--- src/rtl/pipe_stall_ctrl.sv ---
// Hazard/sequencing controller for the F/D, D/E and E/M pipeline registers.
// Optional STALL_STATS_EN macro adds stall and redirect event counters.
module pipe_stall_ctrl #(
    parameter int MULT_CYCLES = 5,
    parameter int DIV_CYCLES  = 10,
    parameter int CNT_W       = 4
) (
    input  logic       clk,
    input  logic       reset,
    input  logic [4:0] rs_D,
    input  logic [4:0] rt_D,
    input  logic       rs_use_D,
    input  logic       rt_use_D,
    input  logic [4:0] dst_E,
    input  logic       load_E,
    input  logic       md_start_E,
    input  logic       md_div_E,
    input  logic       md_use_D,
    input  logic       exc_M,
    input  logic       eret_M,
    output logic       PCEn_o,
    output logic       FDEn_o,
    output logic       Flush_FD_o,
    output logic       Flush_DE_o,
    output logic       Flush_EM_o,
    output logic [1:0] pc_sel_o,
    output logic       md_busy_o
`ifdef STALL_STATS_EN
    ,
    output logic [31:0] stall_cnt_o,
    output logic [31:0] redirect_cnt_o
`endif
);

    typedef enum logic [0:0] {
        IDLE    = 1'b0,
        MD_BUSY = 1'b1
    } state_t;

    localparam logic [CNT_W-1:0] MULT_LD = CNT_W'(MULT_CYCLES);
    localparam logic [CNT_W-1:0] DIV_LD  = CNT_W'(DIV_CYCLES);
    localparam logic [CNT_W-1:0] CNT_ONE = CNT_W'(1);
    localparam logic [CNT_W-1:0] CNT_ZERO = '0;

    state_t           state_r;
    logic [CNT_W-1:0] cnt_r;
    logic             busy_s;
    logic             redirect_s;
    logic             load_use_s;
    logic             md_stall_s;
    logic             stall_s;

    // MDU occupancy counter; a redirect aborts any in-flight operation
    always_ff @(posedge clk or negedge reset) begin
        if (!reset) begin
            cnt_r   <= CNT_ZERO;
            state_r <= IDLE;
        end else if (redirect_s) begin
            cnt_r   <= CNT_ZERO;
            state_r <= IDLE;
        end else if (md_start_E) begin
            cnt_r   <= md_div_E ? DIV_LD : MULT_LD;
            state_r <= MD_BUSY;
        end else if (cnt_r != CNT_ZERO) begin
            cnt_r   <= cnt_r - CNT_ONE;
            state_r <= (cnt_r == CNT_ONE) ? IDLE : MD_BUSY;
        end else begin
            cnt_r   <= cnt_r;
            state_r <= IDLE;
        end
    end

    // Hazard detection terms
    always_comb begin
        busy_s     = (state_r == MD_BUSY);
        redirect_s = exc_M | eret_M;
        load_use_s = load_E & (dst_E != 5'd0) &
                     ((rs_use_D & (rs_D == dst_E)) | (rt_use_D & (rt_D == dst_E)));
        md_stall_s = md_use_D & (busy_s | md_start_E);
        stall_s    = load_use_s | md_stall_s;
    end

    // Pipeline control: reset forcing, then redirect, then stall, then run
    always_comb begin
        PCEn_o     = 1'b1;
        FDEn_o     = 1'b1;
        Flush_FD_o = 1'b0;
        Flush_DE_o = 1'b0;
        Flush_EM_o = 1'b0;
        pc_sel_o   = 2'b00;
        md_busy_o  = 1'b0;
        if (!reset) begin
            PCEn_o     = 1'b0;
            FDEn_o     = 1'b0;
            Flush_FD_o = 1'b1;
            Flush_DE_o = 1'b1;
            Flush_EM_o = 1'b1;
        end else if (redirect_s) begin
            Flush_FD_o = 1'b1;
            Flush_DE_o = 1'b1;
            Flush_EM_o = 1'b1;
            pc_sel_o   = exc_M ? 2'b01 : 2'b10;
            md_busy_o  = busy_s;
        end else if (stall_s) begin
            PCEn_o     = 1'b0;
            FDEn_o     = 1'b0;
            Flush_DE_o = 1'b1;
            md_busy_o  = busy_s;
        end else begin
            md_busy_o  = busy_s;
        end
    end

`ifdef STALL_STATS_EN
    logic [31:0] stall_cnt_r;
    logic [31:0] redirect_cnt_r;

    // Free-running event counters, wrap at 2^32
    always_ff @(posedge clk or negedge reset) begin
        if (!reset) begin
            stall_cnt_r    <= 32'd0;
            redirect_cnt_r <= 32'd0;
        end else begin
            stall_cnt_r    <= stall_cnt_r + {31'd0, stall_s};
            redirect_cnt_r <= redirect_cnt_r + {31'd0, redirect_s};
        end
    end

    assign stall_cnt_o    = stall_cnt_r;
    assign redirect_cnt_o = redirect_cnt_r;
`endif

endmodule

--- config.mk ---
export PLATFORM = sky130hd
export DESIGN_NAME = pipe_stall_ctrl
export DESIGN_NICKNAME = d
export VERILOG_FILES = /design/src/rtl/pipe_stall_ctrl.sv
export SDC_FILE = /design/constraint.sdc
export NUM_CORES = 1
export LEC_CHECK = 0
export CORE_MARGIN = 1.5
export CORE_UTILIZATION = 25
export CTS_CLUSTER_DIAMETER = 40
export DETAILED_ROUTE_END_ITERATION = 12
export PLACE_DENSITY = 0.57
export SYNTH_ARGS = -nofsm -noshare
export SYNTH_HDL_FRONTEND = slang
export SYNTH_SLANG_ARGS = --single-unit
--- constraint.sdc ---
create_clock -name clk -period 4.2 [get_ports clk]
set_input_delay 1.05 -clock clk [delete_from_list [all_inputs] [get_ports clk]]
set_output_delay 1.05 -clock clk [all_outputs]
set_load 0.1 [all_outputs]
---- Yosys cells after proc, flatten, opt, wreduce, memory -nomap -nowiden ----
Index checks and enable logic that the tools add are counted.
operators by class
  add/sub/neg operators ................... 1
  equal/unequal tests ..................... 3
  muxes and demuxes ....................... 20
  bitwise operators ....................... 9
  reduce and logical (&&, ||, !) cells .... 3
operator list
  operator                                                               number
  4-bit two-way mux                                                      4
  1-bit two-way mux                                                      13
  5-bit equality test                                                    2
  2-bit two-way mux                                                      3
  1-bit bitwise AND                                                      5
  5-bit nonzero test                                                     1
  4-bit by 1-bit equality test with 1-bit output, second input constant  1
  1-bit OR                                                               4
  4-bit nonzero test                                                     1
  4-bit by 1-bit subtractor with 4-bit output, second input constant     1
  3-bit nonzero test                                                     1
storage, ports and cells
  register bits ........................... 5
  bits of input ports ..................... 25
  output and inout port bits .............. 8
  logic and storage cells ................. 38

---- Logic depth before layout (Yosys ltp) ----
Gate-level depths: netlist of the first run.
  depth after elaboration ................. 8
  depth in mapped cells ................... 6
  depth with buffers taken out ............ 6

---- Least setup slack after synthesis of the first run ----
OpenSTA, ideal clock, no wires.
  path kind ............................... input port to output port
  start point ............................. input dst_E[3]
  end point ............................... output Flush_DE_o
  arrival time ............................ 3.134 ns
  required time ........................... 3.150 ns
  setup slack ............................. 0.016 ns
  stages .................................. 4
  buffers on the path ..................... 0
  cells stage by stage .................... xor2_1 -> nor4_2 -> a32oi_1 -> o2111ai_1
on the way
  word-level cells in the longest chain between the ends .. 8
  elaborated cells between the ends (all ways) .. 12
  classes of those cells .................. eq/ne (2); mux (3); bitwise (6); reduce/logical (1)
ends and longest elaborated chain
  what                 RTL line  text
  start: declaration   14        input logic [4:0] dst_E,
  5-bit equality test  78        ((rs_use_D & (rs_D == dst_E)) | (rt_use_D & (rt_D == dst_E)));
  1-bit bitwise AND    78
  1-bit OR             78
  1-bit bitwise AND *  77        load_use_s = load_E & (dst_E != 5'd0) &
  1-bit OR *           80        stall_s = load_use_s | md_stall_s;
  1-bit two-way mux *  104       end else if (stall_s) begin
  1-bit two-way mux *  98        end else if (redirect_s) begin
  1-bit two-way mux *  92        if (!reset) begin
  end: declaration     24        output logic Flush_DE_o,
Mark *: on every way between the ends. The rest lies on a longest branch, timed or not.

---- Final worst setup path of the first run ----
  start point ............................. input dst_E[1]
  end point ............................... output FDEn_o
on the way
  word-level cells in the longest chain between the ends .. 8
  elaborated cells between the ends (all ways) .. 12
  classes of those cells .................. eq/ne (2); mux (3); bitwise (6); reduce/logical (1)
ends and longest elaborated chain
  what                 RTL line  text
  5-bit equality test  78
  1-bit bitwise AND    78
  1-bit OR             78
  1-bit bitwise AND *  77
  1-bit OR *           80
  1-bit two-way mux *  104
  1-bit two-way mux *  98
  1-bit two-way mux *  92
  end: declaration     22        output logic FDEn_o,
Marked as above.

==> qor.csv, run 1 <==
metric;value;unit
status;finished, final reports clean;
VDD IR max;171;uV
top cells by area, synth;dfrtp_1 25%, xor2_1 15%, xnor2_1 5.2%, ha_1 4.9%, nor2_1 3.7%;
CTS buffer count;3;
syn avg cell area;8.78;sq um
Fill cells;204;
slowest CP cell;or4_1;
FF+latch area;125;sq um
leak pwr;0.356;nW
Mapped Cells;58;
largest net degree at the start of global routing;12;
count of pins over their slew limit;0;
clk_lat worst skew;0.24;ns
via count;545;
Yosys reg bits;5;
Register-to-Register Path Depth;6;
via/cell ratio;4.62;
final period utilization;90.3;%
Hold Fails Final Rpt;0;
worst-path cell chain;clkdlybuf4s50_1, or4_1, o21ai_2, o31a_1, buf_12;
initial core utilization;26.2;%
CP max FO;3;
Design Power;0.211;mW
IO Port Bufs;32;
layout net count;119;
setup TNS;0;ns
FF-to-FF Start;cnt_r[0]$_DFFE_PN0P_;
share of layout cells above drive strength 1;18.7;%
Synthesized Nets;85;
headroom to the max-slew limit;63.4;%
Worst path depth;5;
adder-cell share of the synthesized area;4.91;%
worst hold path class;flop to flop;
multi-input combinational cell area;354;sq um
First DRT Iteration DRCs;7;
met2 wire length;676;microns
DIE AREA;2320;sq um
Reg2Reg Setup Slack;2.71;ns
IO Count;33;
Worst R2R End;cnt_r[0]$_DFFE_PN0P_;
RSZ-0062 raised after global routing;false;
final RePlAce weighted congestion;0.748;
register area share after synthesis;24.6;%
post-synthesis mux area share;1.97;%
XOR/XNOR Fraction of Synth Area;20.6;%
largest family of logic cells by synthesized area;simple AND/OR/NAND/NOR gates;
dpl hpwl;1.17;mm
cell taking the most area after synthesis;dfrtp_1;
post-synth top area share;24.6;%
core area;1940;sq um
worst path arrival time;2.74;ns
all-layer global routing usage;12.2;%
routed wire length;1.36;mm
slowest stage delay, CP;0.58;ns
Min Clock Period, post-route;3.79;ns
Worst-Margin Slew;0.545;ns
post-route clock skew;0.00176;ns
diode count;0;
end of the critical path;FDEn_o;
Worst Setup End Kind;output port;
PD cells;238;nW/um^2
Worst Setup Path Type;primary input to output port;
clk slew on worst S/H paths;0.04;ns
hold slack;0.610;ns
cell family contributing the most delay on the critical path;buffers and inverters;
Post-CTS Setup Inserts;0;
Synth Area in Compound Gates;18.2;%
first-pass GRT wire length;1.93;mm
Hold Buf Count CTS;0;
Root Buffer Master;clkbuf_4;
area grow syn2layout;74.4;%
buffers plus inverters on the worst setup path;2;
vias in the first global route;483;
FP Rows;16;
GRT overflow;0;
# DRC;0;
Netlist cell types;31;
final cell count without fillers;118;
Achievable Freq;264;MHz
simple-gate share of the synthesized area;23.8;%
mapped cell area;509;sq um
final setup vio count;0;
Ys Warns;0;
TritonCTS Sinks;5;
TritonRoute pass-1 iters;4;
CP required;3.15;ns
final core area utilization;45.7;%
CTS HTree Levels;1;
Avg WL per Cell;11.5;microns
highest routed layer;met3;
initial antenna violation count;0;
Routed Antenna Nets;0;
# resized after CTS;0;
CTS tree;done;
Worst setup SP type;primary input;
dpl cells;114;
Die X-Extent;48.1;microns
Critical Path Start;dst_E[1];
metal3 WL;88;microns
Clock Path Buffers;2;
die height;48.1;microns
max_cap viols;0;
sum of routed wire segments on met1;589;microns
==> sequential cells by signal, summed over array words and instances, names as in the netlist <==
| signal | flops |
|---|---|
| cnt_r | 4 |
| busy_s | 1 |
==> layer usage <==
| layer | global-route usage (%) | vias up |
|---|---|---|
| met5 | 0 | - |
| met4 | 3.24 | 0 |
| met3 | 7.04 | 0 |
| met2 | 16.0 | 18 |
| met1 | 17.0 | 259 |
| li1 | - | 268 |
==> logic make-up after synthesis <==
group           after synthesis
buf+inv                       6
flops                         5
xor+xnor                     12
mux                           1
fa+ha+maj                     2
compound gates               12
simple gates                 20
==> synth_stat cells <==
cell,count
mux2i_1,1
clkbuf_1,1
a31oi_1,1
o21ai_0,1
o21ai_2,1
xor2_1,9
xnor2_1,3
nor4_1,1
a221oi_1,1
a21oi_1,3
and2_0,1
inv_1,3
o31a_1,1
buf_4,2
nor3_2,1
nor2b_1,1
and3b_1,1
or2_2,2
a32oi_1,1
nor3b_1,1
o2111ai_1,1
ha_1,2
or4_1,1
a2111oi_2,1
nor2_1,5
o21a_1,1
nor3_1,1
nand2_1,2
nor4_2,1
and2_1,2
dfrtp_1,5
==> power by group <==
| group | internal, mW | switching (mW) | total [mW] |
|---|---|---|---|
| Clock | 0.0360 | 0.0205 | 0.0565 |
| Combinational | 0.0455 | 0.0552 | 0.101 |
| Sequential | 0.0510 | 0.00279 | 0.0537 |
==> worst reg2reg max path, stage by stage (launching register included) <==
cell and delay (ns):
dfrtp_1 0.42, inv_1 0.09, ha_1 0.29, nor3b_1 0.27, xnor2_1 0.09, a21oi_1 0.16
nor2_1 0.06
==> cells in the final DEF (no fill, tap or decap), types with 2 or more instances in the layout <==
cell	instances
a21oi_1	3
and2_1	2
buf_12	3
buf_4	5
clkbuf_4	3
clkdlybuf4s50_1	24
dfrtp_1	5
ha_1	2
inv_1	3
nand2_1	2
nor2_1	5
or2_2	2
xnor2_1	3
xor2_1	9
==> final cells by class <==
cell class              instances  share of cell area, %
clock buffers                   4                   2.96
inverters                       3                   1.27
multi-input cells              47                   39.9
flip-flops and latches          5                   14.1
well taps                      27                   3.80
repair buffers                 32                   38.0
==> per-stage QoR <==
stage / instance area (sq um) / setup WS (ns)
floorplan: 509 / 0.0163
global route: 888 / 0.352
CTS: 888 / 0.405
global placement: 862 / 0.398
detailed placement: 862 / 0.405
finish: 888 / 0.409
==> how the worst min path moves through the flow <==
stage,slack [ns],start,to,depth (start not counted)
finish,0.61,cnt_r[1]$_DFFE_PN0P_,cnt_r[1]$_DFFE_PN0P_,2
global route,0.66,cnt_r[1]$_DFFE_PN0P_,cnt_r[1]$_DFFE_PN0P_,2
global placement,0.60,cnt_r[1]$_DFFE_PN0P_,cnt_r[1]$_DFFE_PN0P_,2
CTS,0.61,cnt_r[1]$_DFFE_PN0P_,cnt_r[1]$_DFFE_PN0P_,2
detailed placement,0.59,cnt_r[1]$_DFFE_PN0P_,cnt_r[1]$_DFFE_PN0P_,2
floorplan,0.55,cnt_r[1]$_DFFE_PN0P_,cnt_r[1]$_DFFE_PN0P_,2
No activity file was read; power rests on OpenSTA's default activity.
==> inputs of run 2 (changes only) <==
Settings changed: REMOVE_ABC_BUFFERS from default to 1.
==> qor.csv, run 2 (synthesis results as in run 1) <==
metric;value;unit;change
TritonRoute pass-1 iters;2;;-2
worst path arrival time;2.73;ns;about the same
core area;1940;sq um;unchanged
CP required;3.15;ns;about the same
VDD IR max;135;uV;-21%
CP max FO;3;;unchanged
Hold Buf Count CTS;0;;unchanged
Achievable Freq;265;MHz;+0.42%
Hold Fails Final Rpt;0;;unchanged
# resized after CTS;0;;unchanged
share of layout cells above drive strength 1;18.7;%;unchanged
Setup WS pre-CTS;0.418;ns;+0.0130 ns
GRT overflow;0;;unchanged
hold slack;0.631;ns;+0.0202 ns
FP Rows;16;;unchanged
leak pwr;0.356;nW;unchanged
Post-CTS Setup Inserts;0;;unchanged
Clock Path Buffers;2;;unchanged
vias in the first global route;477;;-1.2%
setup ws final;0.425;ns;+0.0158 ns
Root Buffer Master;clkbuf_4;;
routed wire length;1.40;mm;+3.0%
most frequent cells in the layout;24 x clkdlybuf4s50_1, 9 x xor2_1, 5 x nor2_1, 5 x dfrtp_1, 5 x buf_4;;
clk_lat worst skew;0.23;ns;about the same
first-pass GRT wire length;2.11;mm;+9.3%
all-layer global routing usage;13.2;%;+0.93 points
PD cells;233;nW/um^2;-1.7%
# DRC;0;;unchanged
Min Clock Period, post-route;3.78;ns;-0.0158 ns
via count;517;;-5.1%
via/cell ratio;4.38;;-5.1%
dpl cells;114;;unchanged
IO Count;33;;unchanged
Routed Antenna Nets;0;;unchanged
final period utilization;89.9;%;-0.38 points
dpl hpwl;1.20;mm;+2.3%
IO Port Bufs;32;;unchanged
worst hold path class;flop to flop;;
RSZ-0062 raised after global routing;false;;
Largest register FFs;4;;unchanged
post-route clock skew;0.000990;ns;-0.000775 ns
initial antenna violation count;0;;unchanged
Die X-Extent;48.1;microns;unchanged
layout net count;119;;unchanged
max_cap viols;0;;unchanged
CTS tree;done;;
most common cell after layout, fill and taps aside;clkdlybuf4s50_1;;
final cell count without fillers;118;;unchanged
final RePlAce weighted congestion;0.800;;+7.0%
CTS buffer count;3;;unchanged
status;finished, final reports clean;;
final core area utilization;45.7;%;unchanged
clk slew on worst S/H paths;0.04;ns;about the same
final setup vio count;0;;unchanged
Worst Setup Path Type;primary input to output port;;
Avg WL per Cell;11.8;microns;+3.0%
CTS HTree Levels;1;;unchanged
Post-DP Area;862;sq um;unchanged
headroom to the max-slew limit;68.6;%;+5.2 points
diode count;0;;unchanged
initial core utilization;26.2;%;unchanged
Worst-Margin Slew;0.468;ns;-0.0773 ns
TritonCTS Sinks;5;;unchanged
die height;48.1;microns;unchanged
largest net degree at the start of global routing;12;;unchanged
area grow syn2layout;74.4;%;unchanged
Worst Setup End Kind;output port;;
First DRT Iteration DRCs;3;;-4
Biggest register;cnt_r;;
count of pins over their slew limit;0;;unchanged
Worst setup SP type;primary input;;
post-route cell area;888;sq um;unchanged
DIE AREA;2320;sq um;unchanged
-- run 2: worst max-delay path, cell delays in order --
cell and delay (ns):
clkdlybuf4s50_1 0.47, xor2_1 0.19, nor4_2 0.31, a32oi_1 0.16
o2111ai_1 0.32, buf_12 0.22
-- run 2: final timing paths --
path | start | to | slack, ns | depth (start not counted)
min | cnt_r[1]$_DFFE_PN0P_ | cnt_r[1]$_DFFE_PN0P_ | 0.63 | 2
max reg2reg | cnt_r[1]$_DFFE_PN0P_ | cnt_r[0]$_DFFE_PN0P_ | 2.72 | 6
min in group asynchronous | reset | cnt_r[3]$_DFFE_PN0P_ | 1.10 | 1
max in group asynchronous | reset | cnt_r[1]$_DFFE_PN0P_ | 2.83 | 1
max | dst_E[3] | Flush_DE_o | 0.42 | 6
min reg2reg | cnt_r[1]$_DFFE_PN0P_ | cnt_r[1]$_DFFE_PN0P_ | 0.63 | 2
-- run 2: stage by stage --
stage | power, mW | TNS, ns
floorplan | 0.111 | -0.139
finish | 0.207 | 0
global placement | 0.156 | 0
detailed placement | 0.155 | 0
CTS | 0.211 | 0
global route | 0.225 | 0
-- run 2: routing by layer --
metal	track usage (%)	vias to the layer above	wire length, microns
met1	20.0	236	656
met4	6.49	0	12
met2	16.8	10	701
met5	0	-	0
met3	3.33	2	25
li1	-	269	-
-- run 2: layout make-up --
type	count	area, sq um
fillers	212	1050
multi-input cells	47	354
repair buffers	32	338
flip-flops and latches	5	125
well taps	27	33.8
clock buffers	4	26.3
inverters	3	11.3
-- run 2: report_power, final --
| part | internal, mW | switching (mW) |
|---|---|---|
| Clock | 0.0358 | 0.0174 |
| Sequential | 0.0510 | 0.00282 |
| Combinational | 0.0454 | 0.0551 |
| Total | 0.132 | 0.0752 |
==> inputs of run 3 (changes only) <==
--- a/constraint.sdc
+++ b/constraint.sdc
@@ -3,2 +3,2 @@
 set_output_delay 1.05 -clock clk [all_outputs]
-set_load 0.1 [all_outputs]
+set_load 0.005 [all_outputs]
==> qor.csv, run 3 (synthesis results as in run 1) <==
metric;value;unit;change
via/cell ratio;4.46;;+1.8%
Worst Setup End Kind;output port;;
First DRT Iteration DRCs;9;;+6
Post-CTS Setup Inserts;0;;unchanged
CTS HTree Levels;1;;unchanged
setup TNS;0;ns;unchanged
PD cells;202;nW/um^2;-14%
Register-to-Register Path Depth;6;;unchanged
post-route cell area;878;sq um;-1.1%
FP Rows;16;;unchanged
Min Clock Period, post-route;3.98;ns;+0.209 ns
Worst-Margin Slew;0.486;ns;+0.0186 ns
clk_lat worst skew;0.23;ns;about the same
CP most frequent cell;clkdlybuf4s50_1;;
VDD IR max;115;uV;-15%
via count;531;;+2.7%
DIE AREA;2320;sq um;unchanged
FF-to-FF Start;cnt_r[0]$_DFFE_PN0P_;;
final core area utilization;45.2;%;-0.52 points
IO Port Bufs;32;;unchanged
Routed Antenna Nets;0;;unchanged
first-pass GRT wire length;1.99;mm;-5.9%
Achievable Freq;251;MHz;-5.3%
initial antenna violation count;0;;unchanged
area grow syn2layout;72.5;%;
Hold EP;cnt_r[1]$_DFFE_PN0P_;;
initial core utilization;26.2;%;unchanged
cell family contributing the most delay on the critical path;buffers and inverters;;
RSZ-0062 raised after global routing;false;;
Post-DP Area;852;sq um;-1.2%
core area;1940;sq um;unchanged
FF+latch area;125;sq um;unchanged
# DRC;0;;unchanged
Die X-Extent;48.1;microns;unchanged
multi-input combinational cell area;354;sq um;unchanged
CTS tree;done;;
Biggest register;cnt_r;;
final setup vio count;0;;unchanged
Avg WL per Cell;11.5;microns;-3.0%
status;finished, final reports clean;;
Fill cells;198;;-6.6%
Design Power;0.177;mW;-15%
worst path arrival time;2.93;ns;+0.20 ns
IO Count;33;;unchanged
buffers plus inverters on the worst setup path;2;;unchanged
post-route clock skew;0.0000719;ns;-0.000918 ns
max_cap viols;0;;unchanged
vias in the first global route;498;;+4.4%
final RePlAce weighted congestion;0.758;;-5.3%
Clock Path Buffers;2;;unchanged
clk slew on worst S/H paths;0.04;ns;about the same
slowest stage delay, CP;0.57;ns;+0.10 ns
most frequent cells in the layout;32 x clkdlybuf4s50_1, 9 x xor2_1, 5 x nor2_1, 5 x dfrtp_1;;
Reg2Reg Setup Slack;2.76;ns;+0.04 ns
TritonRoute pass-1 iters;3;;+1
TritonCTS Sinks;5;;unchanged
leak pwr;0.339;nW;-4.9%
Worst setup SP type;primary input;;
final period utilization;94.9;%;+5.0 points
Hold Fails Final Rpt;0;;unchanged
Min-Delay Path Depth;2;;unchanged
all-layer global routing usage;12.0;%;-1.2 points
Hold Buf Count CTS;0;;unchanged
count of pins over their slew limit;0;;unchanged
die height;48.1;microns;unchanged
dpl hpwl;1.24;mm;+3.2%
most common cell after layout, fill and taps aside;clkdlybuf4s50_1;;
final cell count without fillers;119;;+0.85%
CP required;3.15;ns;about the same
worst-path cell chain;clkdlybuf4s50_1, or4_1, o21ai_2, o31a_1, clkdlybuf4s50_1;;
slowest CP cell;or4_1;;
diode count;0;;unchanged
routed wire length;1.37;mm;-2.2%
dpl cells;115;;+0.88%
Worst R2R End;cnt_r[0]$_DFFE_PN0P_;;
Largest register FFs;4;;unchanged
GRT overflow;0;;unchanged
Worst Setup Path Type;primary input to output port;;
Root Buffer Master;clkbuf_4;;
# resized after CTS;0;;unchanged
headroom to the max-slew limit;67.3;%;-1.2 points
worst hold path class;flop to flop;;
largest net degree at the start of global routing;8;;-4
layout net count;120;;+0.84%
hold_sp;cnt_r[1]$_DFFE_PN0P_;;
CP max FO;3;;unchanged
share of layout cells above drive strength 1;10.9;%;-7.8 points
CTS buffer count;3;;unchanged
-- run 3: stage by stage --
step / worst slack (ns) / hold WS (ns)
3_3_place_gp: 0.178 / 0.600
6_report: 0.215 / 0.610
3_5_place_dp: 0.208 / 0.607
4_1_cts: 0.208 / 0.625
5_1_grt: 0.120 / 0.666
2_1_floorplan: 1.25 / 0.549
-- run 3: how the worst max path moves through the flow --
stage	from	endpoint	slack, ns	cells past startpoint
final	dst_E[1]	PCEn_o	0.22	5
after global routing	dst_E[1]	FDEn_o	0.12	5
after CTS	dst_E[1]	PCEn_o	0.21	5
after detailed placement	dst_E[1]	PCEn_o	0.21	5
after global placement	dst_E[1]	FDEn_o	0.18	5
after floorplan	dst_E[1]	FDEn_o	1.25	3
-- run 3: layout make-up --
| class | instances | area share, % |
|---|---|---|
| clock buffers | 4 | 2.99 |
| inverters | 3 | 1.28 |
| multi-input cells | 47 | 40.3 |
| flip-flops and latches | 5 | 14.2 |
| well taps | 27 | 3.85 |
| repair buffers | 33 | 37.3 |
-- run 3: where the power goes --
group | switching, mW | total (mW) | internal, mW
clock | 0.0171 | 0.0528 | 0.0358
sequential | 0.00272 | 0.0537 | 0.0510
combinational | 0.0273 | 0.0706 | 0.0433
-- run 3: worst reg2reg max path: stages (launching register included) --
cell	delay (ns)
dfrtp_1	0.42
inv_1	0.08
ha_1	0.27
nor3b_1	0.26
xnor2_1	0.09
a21oi_1	0.16
nor2_1	0.05
-- run 3: per-layer routing --
layer	up-vias	global-route usage (%)	share of wire (%)
li1	272	-	-
met1	247	16.1	42
met2	10	19.5	54
met3	2	1.48	2.9
met4	0	4.86	0.95
met5	-	0	0
